$ cat config.mk
export PLATFORM = sky130hd
export DESIGN_NAME = sub_seq
export DESIGN_NICKNAME = d
export VERILOG_FILES = /design/src/rtl/sub_seq.sv
export SDC_FILE = /design/constraint.sdc
export NUM_CORES = 1
export LEC_CHECK = 0
export ABC_AREA = 1
export CAP_MARGIN = 15
export CORE_MARGIN = 3
export CORE_UTILIZATION = 48
export DETAILED_ROUTE_END_ITERATION = 7
export PLACE_DENSITY_LB_ADDON = 0.1
export SYNTH_ARGS = -nofsm -noshare
export SYNTH_HDL_FRONTEND = slang
export SYNTH_SLANG_ARGS = --single-unit
$ cat constraint.sdc
create_clock -name clk -period 4.75 [get_ports clk]
set_input_delay 1.1875 -clock clk [delete_from_list [all_inputs] [get_ports clk]]
set_output_delay 1.1875 -clock clk [all_outputs]
set_load 0.05 [all_outputs]
$ cat src/rtl/sub_seq.sv
// Sequential 32-bit subtractor: one operand pair at a time, processed as two 16-bit
// slices with a valid/ready handshake on each side.
module sub_seq (
   input  logic        clk,
   input  logic        reset,
   input  logic        in_valid,
   output logic        in_ready,
   input  logic [31:0] a,
   input  logic [31:0] b,
   output logic        out_valid,
   input  logic        out_ready,
   output logic [31:0] diff,
   output logic        borrow,
   output logic        ovf
);

   typedef enum logic [1:0] {IDLE, LO, HI, DONE} state_t;

   state_t      state, state_nxt;
   logic [31:0] a_q, b_q;
   logic        lo_borrow;
   logic [16:0] lo_sub, hi_sub;

   // The 17th bit of each slice subtraction is that slice's borrow out.
   assign lo_sub = {1'b0, a_q[15:0]} - {1'b0, b_q[15:0]};
   assign hi_sub = {1'b0, a_q[31:16]} - {1'b0, b_q[31:16]} - {16'b0, lo_borrow};

   always_ff @(posedge clk) begin
      if (reset) state <= IDLE;
      else       state <= state_nxt;
   end

   always_comb begin
      state_nxt = state;
      in_ready  = 1'b0;
      out_valid = 1'b0;
      case (state)
         IDLE: begin
            in_ready = 1'b1;
            if (in_valid) state_nxt = LO;
         end
         LO:   state_nxt = HI;
         HI:   state_nxt = DONE;
         DONE: begin
            out_valid = 1'b1;
            if (out_ready) state_nxt = IDLE;
         end
      endcase
   end

   // Result registers are only written in LO/HI, so they keep the last result
   // through DONE and afterwards until the next transaction overwrites them.
   always_ff @(posedge clk) begin
      if (reset) begin
         a_q       <= '0;
         b_q       <= '0;
         lo_borrow <= 1'b0;
         diff      <= '0;
         borrow    <= 1'b0;
         ovf       <= 1'b0;
      end else begin
         case (state)
            IDLE: if (in_valid) begin
               a_q <= a;
               b_q <= b;
            end
            LO: begin
               diff[15:0] <= lo_sub[15:0];
               lo_borrow  <= lo_sub[16];
            end
            HI: begin
               diff[31:16] <= hi_sub[15:0];
               borrow      <= hi_sub[16];
               ovf         <= (a_q[31] != b_q[31]) && (hi_sub[15] != a_q[31]);
            end
            default: ;
         endcase
      end
   end

endmodule

==> run metrics, run 1 <==
status=finished, final reports clean; Cell Pwr Density=739 nW/µm²; fmax=326 MHz; Clock transition at path regs=0.07 ns; pin count of the biggest net entering global routing=98; routed length per instance=13.7 µm; HP Class=reg2reg; number of distinct library cells after synthesis=32; RR Startpoint=b_q[16]$_SDFFE_PP0P_; Area growth syn-to-layout=25.3%; htree depth=3; Final Max Slew Viols=0; die area=13200 µm²; root buffer cell=clkbuf_16; final worst-path cycle share=0.645; Tightest Pin Transition=1.12 ns; num ports=104; Routed met3 length=645 µm; top sig layer=met4; sequential-to-total area share from yosys stat=0.356; proportion of layout cells with a drive suffix above 1=0.0535; final number of hold-violating endpoints=0; initial core utilization=0.494; Starting DRT DRC Count=341; Worst Path Class, Setup=reg2out; CTS tree=built; Post-CTS Setup Inserts=0; fin crit period=3.06 ns; Max-Cap Viols=0; Worst VDD drop=0.275 mV; reg2reg setup slack=2.39 ns; vias in the first global route=4845; average size of a mapped cell=7.07 µm²; CP Launch Point=state[0]$_SDFFE_PP0P_; r2r endpoint=diff[30]$_SDFFE_PP0P_; Site Rows=39; n_diodes=0; Critical Path Sink Type=primary output; Seq cells post-synth=101; placed cells=1024; routed vias/inst=4.99; first-pass GRT wire length=23600 µm; met2 routed WL=5910 µm; Worst Path Max Fanout=4; post-cts resize count=0; Hold-fix buffers, CTS=0; # setup viols final=0; Layout Nets=1013; Core ar.=11500 µm²; clock skew=0.00459 ns; Final GP Congestion=0.898; Slew headroom=0.255; total congestion overflow=0; M1 WL=7550 µm; CP arrival=1.88 ns; leakage dissipation=3.37 nW; Total Routing Usage GR=0.221; Num CTS Buffers=9; port bufs=103; Post-Syn Area=5680 µm²; DRT antenna net count=0; RSZ-0062 raised after global routing=false; Critical Path Source Type=flop; Pre-Repair DR Iteration Count=5; Post-Syn Nets=925; Req. time, crit path=3.56 ns; CP endpoint=in_ready; WL final=14300 µm; later-pin clock latency in the skew report=0.35 ns; final std cells w/o fill=1040; worst r2r path cells=15; chip width=115 µm; dpl hpwl=10600 µm; clock sink count=101; clk buf depth=2; via count=5189; Syn Inst Count=804; Ys Warns=0; Fin Setup TNS=0 ns; initial antenna violation count=0; Die Height=115 µm; Remaining DRCs=0
-- cell usage in the layout (no fill, tap or decap), types with 4 or more instances in the layout --
| cell | Yosys | routed |
|---|---|---|
| clkbuf_16 | 0 | 9 |
| nand2_2 | 9 | 10 |
| o21ai_0 | 21 | 21 |
| xor2_1 | 15 | 15 |
| dfxtp_1 | 101 | 101 |
| a211oi_1 | 38 | 38 |
| o21ai_1 | 7 | 7 |
| inv_1 | 128 | 128 |
| nor2_1 | 126 | 126 |
| clkdlybuf4s50_1 | 0 | 102 |
| o21bai_1 | 6 | 6 |
| a21oi_1 | 54 | 54 |
| a21oi_2 | 5 | 5 |
| nor3_1 | 4 | 4 |
| nand2_1 | 158 | 157 |
| ha_1 | 50 | 50 |
| nand3_1 | 24 | 24 |
| buf_4 | 0 | 4 |
-- layout make-up --
type / count / area, µm²
fill: 1095 / 4390
multi-input combinational: 542 / 3050
sequential: 101 / 2020
timing repair buffer: 107 / 1060
inverter: 131 / 492
clock buffer: 10 / 239
tap: 143 / 179
clock inverter: 6 / 86.3
-- per-stage QoR --
step | power, W | util | area [µm²] | setup WS, ns | hold slack (ns)
floorplan | 0.00360 | - | 5680 | 2.67 | 0.443
global route | 0.00572 | 0.619 | 7120 | 1.60 | 0.491
CTS | 0.00529 | 0.619 | 7120 | 1.69 | 0.472
finish | 0.00527 | 0.619 | 7120 | 1.69 | 0.470
global placement | 0.00440 | 0.590 | 6800 | 1.82 | 0.457
detailed placement | 0.00446 | 0.590 | 6800 | 1.71 | 0.460
-- logic make-up after synthesis --
kind of cell	synth area share
xor gates and xnor gates	0.0277
buffers and inverters	0.108
and+or+nand+nor	0.234
AOI/OAI and AO/OA	0.154
adders and majority gates	0.121
DFF	0.356
-- synth_stat cells (all sizes together) --
cell type / n / area (µm²)
a211oi: 38 / 285
a21o: 3 / 22.5
a21oi: 60 / 330
a31oi: 2 / 12.5
buf: 9 / 43.8
clkbuf: 21 / 78.8
dfxtp: 101 / 2020
fa: 3 / 60.1
ha: 50 / 626
inv: 131 / 492
nand2: 167 / 649
nand3: 27 / 150
nand3b: 1 / 7.51
nand4: 2 / 12.5
nor2: 127 / 479
nor3: 5 / 30.0
o211ai: 1 / 7.51
o21ai: 31 / 166
o21bai: 6 / 45.0
o22ai: 1 / 6.26
xnor2: 3 / 26.3
xor2: 15 / 131
-- power breakdown --
group | switching (W) | internal (W)
sequential | 0.000133 | 0.00110
clock | 0.000322 | 0.000475
combinational | 0.00212 | 0.00111
-- metal layers --
metal / global-route usage / vias to the layer above
met1: 0.336 / 2348
met3: 0.0416 / 13
met4: 0.0587 / 0
met2: 0.321 / 104
li1: - / 2724
met5: 0 / -
-- state kept, by name, summed over array words and instances, names as in the netlist --
name and count:
lo_borrow 1, a_q 32, diff 32, state 2, ovf 1, borrow 1, b_q 32
-- how the worst min path moves through the flow --
stage / start / endpoint / slack, ns / depth (start not counted)
finish: b_q[14]$_SDFFE_PP0P_ / b_q[14]$_SDFFE_PP0P_ / 0.47 / 2
global route: b_q[11]$_SDFFE_PP0P_ / b_q[11]$_SDFFE_PP0P_ / 0.49 / 2
CTS: b_q[15]$_SDFFE_PP0P_ / b_q[15]$_SDFFE_PP0P_ / 0.47 / 2
detailed placement: b_q[15]$_SDFFE_PP0P_ / b_q[15]$_SDFFE_PP0P_ / 0.46 / 2
global placement: b_q[2]$_SDFFE_PP0P_ / b_q[2]$_SDFFE_PP0P_ / 0.46 / 2
floorplan: b_q[10]$_SDFFE_PP0P_ / b_q[10]$_SDFFE_PP0P_ / 0.44 / 2
-- worst max-delay path: stages, from the launching register on --
cell             delay [ns]
dfxtp_1                0.34
inv_1                  0.11
ha_1                   0.25
clkdlybuf4s50_1        0.83
(Power assumes the default switching activity.)
==> inputs of run 2 (changes only) <==
- clock period: 4.75 -> 3.2 ns (I/O delays scaled with it)
==> run 2 against run 1 <==
  * Sequential power increased by 48%
  * Flip-flop and latch count unchanged
  * Non-clock buffer count increased by 4
  * Worst setup slack got worse by 1.1 ns
  * Critical path type unchanged
  * Critical endpoint unchanged
  * Highest routed layer unchanged
==> run metrics, run 2 (synthesized netlist as in run 1, its figures left out) <==
routed length per instance=13.6 µm; clock skew=0.00578 ns; Critical Path Sink Type=primary output; Hold Slack=0.471 ns; P_sw=0.00383 W; CTS tree=built; Total Routing Usage GR=0.220; met2 routed WL=5630 µm; RSZ-0062 raised after global routing=false; # setup viols final=0; clock sink count=101; Routed met3 length=637 µm; power share of the clock group=0.156; Critical Path Source Type=flop; Pre-Repair DR Iteration Count=4; fmax=376 MHz; later-pin clock latency in the skew report=0.35 ns; WL final=14200 µm; CP arrival=1.86 ns; Max-Cap Viols=0; Reg power frac=0.233; port bufs=103; Req. time, crit path=2.40 ns; die area=13200 µm²; total congestion overflow=0; CP Cell Sequence=inv_1 > ha_1 > clkdlybuf4s50_1; first-pass GRT wire length=23300 µm; dpl hpwl=10700 µm; Die Height=115 µm; Worst Path Class, Setup=reg2out; Cell Pwr Density=1090 nW/µm²; proportion of layout cells with a drive suffix above 1=0.0577; htree depth=3; Largest regs=a_q: 32 flops, b_q: 32 flops, diff: 32 flops; Fin Setup TNS=0 ns; Clock transition at path regs=0.07 ns; commonest cells after routing, fill and taps aside=nand2_1, inv_1, nor2_1; num ports=104; Layout Nets=1017; Worst VDD drop=0.381 mV; Starting DRT DRC Count=242; initial antenna violation count=0; DRT antenna net count=0; Final GP Congestion=0.895; pin count of the biggest net entering global routing=73; commonest non-fill, non-tap cell in the layout=nand2_1; chip width=115 µm; root buffer cell=clkbuf_16; M1 WL=7710 µm; status=finished, final reports clean; Slew headroom=0.578; fin crit period=2.66 ns; final worst-path cycle share=0.830; Num CTS Buffers=9; Tightest Pin Transition=0.633 ns; Gate power share=0.611; routed vias/inst=4.90; Slowest Stage Delay on Critical Path=0.83 ns; clk buf depth=2; Area growth syn-to-layout=26.3%; initial core utilization=0.494; top sig layer=met4; n_diodes=0; post-cts resize count=0; via count=5119; Remaining DRCs=0; HP Class=reg2reg; Sw Ratio=0.487; Site Rows=39; Post-CTS Setup Inserts=0; Int Power=0.00403 W; Hold-fix buffers, CTS=0; vias in the first global route=4786; Worst Path Max Fanout=4; Core ar.=11500 µm²; final number of hold-violating endpoints=0; Final Max Slew Viols=0; CP max stage cell=clkdlybuf4s50_1; leakage dissipation=3.40 nW; final core utilization=0.623
[run 2: cell types whose count changed in the layout (fill, tap and decap cells not counted)]
cell        before  now
clkinv_4         1    2
buf_4            4    7
clkinv_2         2    1
clkbuf_8         1    2
clkinvlp_4       1    0
buf_12           0    1
[run 2: per-stage QoR]
stage | cell area (µm²) | power, W | setup WS [ns] | cells
after floorplan | 5680 | 0.00534 | 1.16 | 804
after global placement | 6840 | 0.00657 | 0.973 | 1028
after detailed placement | 6840 | 0.00663 | 0.916 | 1028
after CTS | 7180 | 0.00788 | 0.537 | 1044
after global routing | 7180 | 0.00850 | 0.485 | 1044
final | 7180 | 0.00786 | 0.543 | 1044
[run 2: per-layer routing]
layer / GRT usage / vias up
li1: - / 2736
met1: 0.343 / 2252
met2: 0.309 / 118
met3: 0.0289 / 13
met4: 0.0720 / 0
met5: 0 / -
[run 2: power by group through the flow]
stage               logic (W)  registers, W  clock network, W
floorplan             0.00292       0.00242                 0
CTS                   0.00480       0.00184           0.00124
finish                0.00480       0.00183           0.00122
detailed placement    0.00477       0.00186                 0
global placement      0.00473       0.00184                 0
global route          0.00534       0.00188           0.00128
[run 2: path summary, 6_finish.rpt]
kind	start	endpoint	slack, ns	depth (start not counted)
setup / recovery	state[1]$_SDFFE_PP0P_	in_ready	0.54	3
hold reg to reg	b_q[15]$_SDFFE_PP0P_	b_q[15]$_SDFFE_PP0P_	0.47	2
hold / removal	b_q[15]$_SDFFE_PP0P_	b_q[15]$_SDFFE_PP0P_	0.47	2
setup reg to reg	b_q[16]$_SDFFE_PP0P_	diff[26]$_SDFFE_PP0P_	0.95	12
[run 2: critical path, delay by kind of cell (launching register included)]
kind                     cells  cell delay (ns)
buffers and inverters        2             0.94
adder cells (fa/ha/maj)      1             0.23
flip-flops                   1             0.34
[run 2: cell type report]
class / count / area, µm²
fillers: 1049 / 4340
multi-input cells: 542 / 3050
flip-flops and latches: 101 / 2020
repair buffers: 111 / 1100
inverters: 131 / 492
clock buffers: 11 / 253
well taps: 143 / 179
clock inverters: 5 / 82.6
